### src/rtl/dice_serial_pkg.sv
// Shared definitions for the dice serial link (piso_tx transmitter and its receiver).
// FSM encoding and default link parameters live here so both ends stay in step.
package dice_serial_pkg;

  localparam int DEFAULT_CYCLES_PER_BIT = 10;
  localparam int DEFAULT_DATA_WIDTH     = 7;

  localparam logic [1:0] ST_IDLE  = 2'd0;
  localparam logic [1:0] ST_SHIFT = 2'd1;
  localparam logic [1:0] ST_DONE  = 2'd2;

endpackage

### src/rtl/piso_tx_bit_timer.sv
// bit_timer: free-running bit-period counter, 0..CYCLES_PER_BIT-1, wrapping to 0.
// tick marks the last cycle of a bit period; clear restarts the period.
module bit_timer
  import dice_serial_pkg::*;
#(
  parameter int CYCLES_PER_BIT = DEFAULT_CYCLES_PER_BIT
) (
  input  logic clk,
  input  logic reset,
  input  logic clear,
  input  logic enable,
  output logic tick
);

  localparam logic [7:0] TERM = 8'(CYCLES_PER_BIT - 1);

  logic [7:0] count;

  // With CYCLES_PER_BIT == 1 the count sits at 0 == TERM, so every cycle ticks.
  assign tick = (count == TERM);

  always_ff @(posedge clk or posedge reset) begin
    if (reset) begin
      count <= 8'd0;
    end else if (clear) begin
      count <= 8'd0;
    end else if (enable) begin
      count <= tick ? 8'd0 : count + 8'd1;
    end
  end

endmodule

### src/rtl/piso_tx.sv
// piso_tx: parallel-in serial-out transmitter, LSB first, CYCLES_PER_BIT clocks per bit.
// Optional even-parity bit after the data bits when PISO_TX_PARITY_EN is defined.
module piso_tx
  import dice_serial_pkg::*;
#(
  parameter int CYCLES_PER_BIT = DEFAULT_CYCLES_PER_BIT,
  parameter int DATA_WIDTH     = DEFAULT_DATA_WIDTH
) (
  input  logic                  clk,
  input  logic                  reset,
  input  logic [DATA_WIDTH-1:0] i_data,
  input  logic                  i_valid,
  output logic                  o_ready,
  output logic                  o_serial,
  output logic                  o_start,
  output logic                  o_busy,
  output logic                  o_done,
  output logic [1:0]            o_state
);

  localparam int BW = $clog2(DATA_WIDTH + 1);
  localparam logic [BW-1:0] DATA_LAST = BW'(DATA_WIDTH - 1);
`ifdef PISO_TX_PARITY_EN
  localparam logic [BW-1:0] LAST_BIT = BW'(DATA_WIDTH);
`else
  localparam logic [BW-1:0] LAST_BIT = BW'(DATA_WIDTH - 1);
`endif

  logic [1:0]            state;
  logic [DATA_WIDTH-1:0] shift_reg;
  logic [DATA_WIDTH-1:0] shift_next;
  logic [BW-1:0]         bit_cnt;
  logic                  tick;
  logic                  handshake;
  logic                  last_bit;
`ifdef PISO_TX_PARITY_EN
  logic                  parity_q;
`endif

  // Handshake: a word transfers on any rising edge where i_valid && o_ready;
  // o_ready is high only in IDLE, and i_data must be stable while i_valid waits.
  assign handshake  = i_valid && o_ready;
  assign shift_next = shift_reg >> 1;
  assign last_bit   = (bit_cnt == LAST_BIT);
  assign o_state    = state;

  bit_timer #(
    .CYCLES_PER_BIT(CYCLES_PER_BIT)
  ) u_bit_timer (
    .clk   (clk),
    .reset (reset),
    .clear (handshake),
    .enable(state == ST_SHIFT),
    .tick  (tick)
  );

  always_ff @(posedge clk or posedge reset) begin
    if (reset) begin
      state     <= ST_IDLE;
      shift_reg <= '0;
      bit_cnt   <= '0;
      o_ready   <= 1'b1;
      o_serial  <= 1'b0;
      o_start   <= 1'b0;
      o_busy    <= 1'b0;
      o_done    <= 1'b0;
`ifdef PISO_TX_PARITY_EN
      parity_q  <= 1'b0;
`endif
    end else begin
      o_start <= 1'b0;
      o_done  <= 1'b0;
      case (state)
        ST_IDLE: begin
          if (handshake) begin
            state     <= ST_SHIFT;
            shift_reg <= i_data;
            bit_cnt   <= '0;
            o_serial  <= i_data[0];
            o_start   <= 1'b1;
            o_busy    <= 1'b1;
            o_ready   <= 1'b0;
`ifdef PISO_TX_PARITY_EN
            parity_q  <= ^i_data;
`endif
          end
        end
        ST_SHIFT: begin
          if (tick) begin
            if (last_bit) begin
              state    <= ST_DONE;
              bit_cnt  <= '0;
              o_serial <= 1'b0;
              o_busy   <= 1'b0;
              o_done   <= 1'b1;
            end else begin
              shift_reg <= shift_next;
              bit_cnt   <= bit_cnt + BW'(1);
`ifdef PISO_TX_PARITY_EN
              o_serial  <= (bit_cnt == DATA_LAST) ? parity_q : shift_next[0];
`else
              o_serial  <= shift_next[0];
`endif
            end
          end
        end
        ST_DONE: begin
          // Single cycle with ready low guarantees a gap before the next o_start.
          state   <= ST_IDLE;
          o_ready <= 1'b1;
        end
        default: begin
          state    <= ST_IDLE;
          o_ready  <= 1'b1;
          o_busy   <= 1'b0;
          o_serial <= 1'b0;
        end
      endcase
    end
  end

endmodule
### config.mk
export PLATFORM = sky130hd
export DESIGN_NAME = piso_tx
export DESIGN_NICKNAME = d
export VERILOG_FILES = /design/src/rtl/dice_serial_pkg.sv /design/src/rtl/piso_tx_bit_timer.sv /design/src/rtl/piso_tx.sv
export SDC_FILE = /design/constraint.sdc
export NUM_CORES = 1
export LEC_CHECK = 0
export ABC_AREA = 1
export CELL_PAD_IN_SITES_DETAIL_PLACEMENT = 0
export CELL_PAD_IN_SITES_GLOBAL_PLACEMENT = 1
export CORE_MARGIN = 3
export CORE_UTILIZATION = 45
export CTS_BUF_LIST = sky130_fd_sc_hd__clkbuf_4 sky130_fd_sc_hd__clkbuf_8
export DETAILED_ROUTE_END_ITERATION = 10
export PLACE_DENSITY = 0.85
export SYNTH_ARGS = -nofsm -noshare
export SYNTH_HDL_FRONTEND = slang
export SYNTH_HIERARCHICAL = 1
export SYNTH_SLANG_ARGS = --single-unit
### constraint.sdc
create_clock -name clk -period 3.9 [get_ports clk]
set_input_delay 0.585 -clock clk [delete_from_list [all_inputs] [get_ports clk]]
set_output_delay 0.585 -clock clk [all_outputs]
set_load 0.05 [all_outputs]
==> metrics.txt <==
Top delay family on crit path=buffers and inverters; CTS H-tree lvls=1; hold buffers post-CTS=0; vertical die dimension=61.0 microns; total number of vias=1,160; clock tree from TritonCTS=yes; net count of the mapped netlist=192; required arrival time at the worst endpoint=3.31 ns; type of the tightest min-delay check=reg -> reg; worst reg-to-reg path cell count=6; first-iteration detailed-routing DRC count=83; first-pass GRT wire length=4.81 mm; transition time at the pin with the least slew margin=0.643 ns; number of cell rows=19; number of top-level pins=17; ordered cell list for the critical path=clkdlybuf4s50_1; Initial Utilization=48.4%; combined global-route utilization of all metal layers=17.4%; Switching Fraction=25.9%; clock network latency to the later pin of the worst-skew pair=0.32 ns; initial antenna violation count=0; Syn Inst Count=180; final worst clock skew=0.00535 ns; switching component of the power=117 uW; Reg2Reg Launch Point=o_state[1]; number of sinks handled by clock tree synthesis=24; Max Buffers Root-to-Sink=2; Max Clk Rate=439 MHz; FF-to-FF End=shift_reg[5]; pin count of the biggest net entering global routing=21; mean routed wirelength per cell=12.0 microns; worst path bufs/invs=1; root buffer cell=clkbuf_4; Clock Power Share=30.1%; critical-path cell with the highest stage delay=clkdlybuf4s50_1; count of distinct cell types in the synthesized netlist=23; maximum net fanout on the critical path=3; share of synthesized area occupied by flip-flops and latches=44.3%; setup repair after global routing missed its margin=no; critical path data arrival time=1.69 ns; Final Total Pwr=451 uW; number of detailed-route iterations in the first pass=4; DPL Wire Length=2.03 mm; share of the cycle needed by the critical path after routing=58.4%; relative slew slack=57.1%; kind of critical path=reg -> out; proportion of power drawn by combinational gates=11.5%; Remaining Overflow, GRT=0; post-cts sizing count=0; area added between synthesis and finish=15.0%; Setup-failing EPs final=0; Die Outline Area=3710 sq um; per-cell via count in the routed design=5.07; crit path launch type=flip-flop; Yosys Warn Count=6; via count of the first global-routing pass=1,096; Nets=211; Port Buffer Count=16; number of routed nets with antenna violations=0; cts bufs inserted=3; reported leakage power=0.807 nW; Synth Area per Inst=7.55 sq um; power density cells=289 nW/um^2; CP max stage delay=0.80 ns; core area=2810 sq um; outcome=completed; endpoint kind of the worst setup timing path=output port; min cycle time layout=2.28 ns; DRC violations left=0; post-synthesis cell area=1360 sq um; Final Wtd Congestion=0.813; Setup TNS Final=0 ns; part of the power in registers=58.4%; setup slack on the worst flop-to-flop path=2.29 ns; number of synthesized register bits=24; instance count along the most critical hold path=2; fraction of layout cells with a size suffix above 1=11.1%; Final Hold Violating Endpoints=0; clock-pin slew reported for the worst setup and hold paths after clock tree synthesis=0.14 ns; number of max-cap violations=0; count of inserted antenna diode cells=0; post-CTS repair timing setup buffer count=0; Total Routed Length=2.74 mm; Hold Path End=shift_reg[4]; worst vdd ir=0.154 mV; flip-flop count of the largest register after layout=8; Hold Crit Start=shift_reg[4]; width of the chip=61.0 microns; count of final max-slew check failures=0; internal power of the cells=334 uW
==> cell usage after synthesis <==
cell type | n | area share, %
nor2_1 | 13 | 3.6
nor2_2 | 3 | 1.4
nand3_2 | 2 | 1.5
ha_1 | 2 | 1.8
nand2_1 | 72 | 20
buf_6 | 1 | 0.83
a21oi_2 | 1 | 0.64
inv_4 | 1 | 0.46
o21bai_1 | 1 | 0.55
nand2_4 | 3 | 2.5
xor2_1 | 1 | 0.64
o21ai_2 | 1 | 0.64
a21oi_1 | 2 | 0.74
nand4_1 | 8 | 3.7
buf_12 | 1 | 1.5
nand2_2 | 3 | 1.4
inv_1 | 21 | 5.8
dfstp_2 | 1 | 1.9
nor2_4 | 2 | 1.7
inv_2 | 1 | 0.28
o21ai_0 | 2 | 0.74
dfrtp_1 | 23 | 42
nand3_1 | 15 | 5.5
==> final cells by class <==
type | instances | area [sq um]
fillers | 287 | 1240
multi-input cells | 131 | 637
flip-flops and latches | 24 | 602
repair buffers | 16 | 160
inverters | 23 | 88.8
well taps | 31 | 38.8
clock buffers | 4 | 36.3
==> logic make-up after synthesis <==
| family | count (synthesis) | share of synthesized area, % |
|---|---|---|
| AO/OA/AOI/OAI | 7 | 3.32 |
| XOR/XNOR | 1 | 0.645 |
| adder cells (fa/ha/maj) | 2 | 1.84 |
| buffers and inverters | 25 | 8.84 |
| flip-flops | 24 | 44.3 |
| AND/OR/NAND/NOR | 121 | 41.1 |
==> power groups by stage <==
| stage | logic [mW] | clock network [mW] | registers [mW] |
|---|---|---|---|
| after floorplan | 0.0280 | 0 | 0.273 |
| after global placement | 0.0515 | 0 | 0.268 |
| after detailed placement | 0.0528 | 0 | 0.268 |
| after CTS | 0.0532 | 0.144 | 0.264 |
| after global routing | 0.0585 | 0.153 | 0.265 |
| final | 0.0520 | 0.136 | 0.264 |
==> placed cells by master, fill, tap and decap left out, drive strengths merged <==
master         count
ha                 2
clkdlybuf4s50     16
dfrtp             23
nand4              8
nand3             17
inv               23
o21ai              3
a21oi              3
nand2             78
clkbuf             4
nor2              18
xor2               1
dfstp              1
o21bai             1
==> per-layer routing <==
metal / track usage [%] / vias up / share of wire [%]
li1: - / 593 / -
met1: 25.3 / 540 / 51
met2: 26.1 / 22 / 44
met3: 3.19 / 5 / 2.9
met4: 5.57 / 0 / 1.6
met5: 0 / - / 0
==> through the flow <==
step                cell area [sq um]  hold WS [ns]  utilization (%)  worst slack (ns)  instances
global placement                 1530         0.456             54.4              2.00        225
global route                     1560         0.533             55.7              1.54        229
CTS                              1560         0.493             55.7              1.59        229
detailed placement               1530         0.459             54.4              1.97        225
floorplan                        1360         0.401                -              2.31        180
finish                           1560         0.492             55.7              1.62        229
==> worst max path at each step <==
stage                                      end  startpoint  cells past startpoint  slack [ns]
final                                  o_ready     o_ready                      1        1.62
after global routing                o_state[1]  o_state[1]                      1        1.54
after CTS                           o_state[1]  o_state[1]                      1        1.59
after detailed placement          shift_reg[5]     i_valid                      8        1.97
after global placement                 o_ready     o_ready                      1        2.00
after floorplan           u_bit_timer/count[2]  o_state[0]                      8        2.31
No activity file was read; power rests on OpenSTA's default activity.
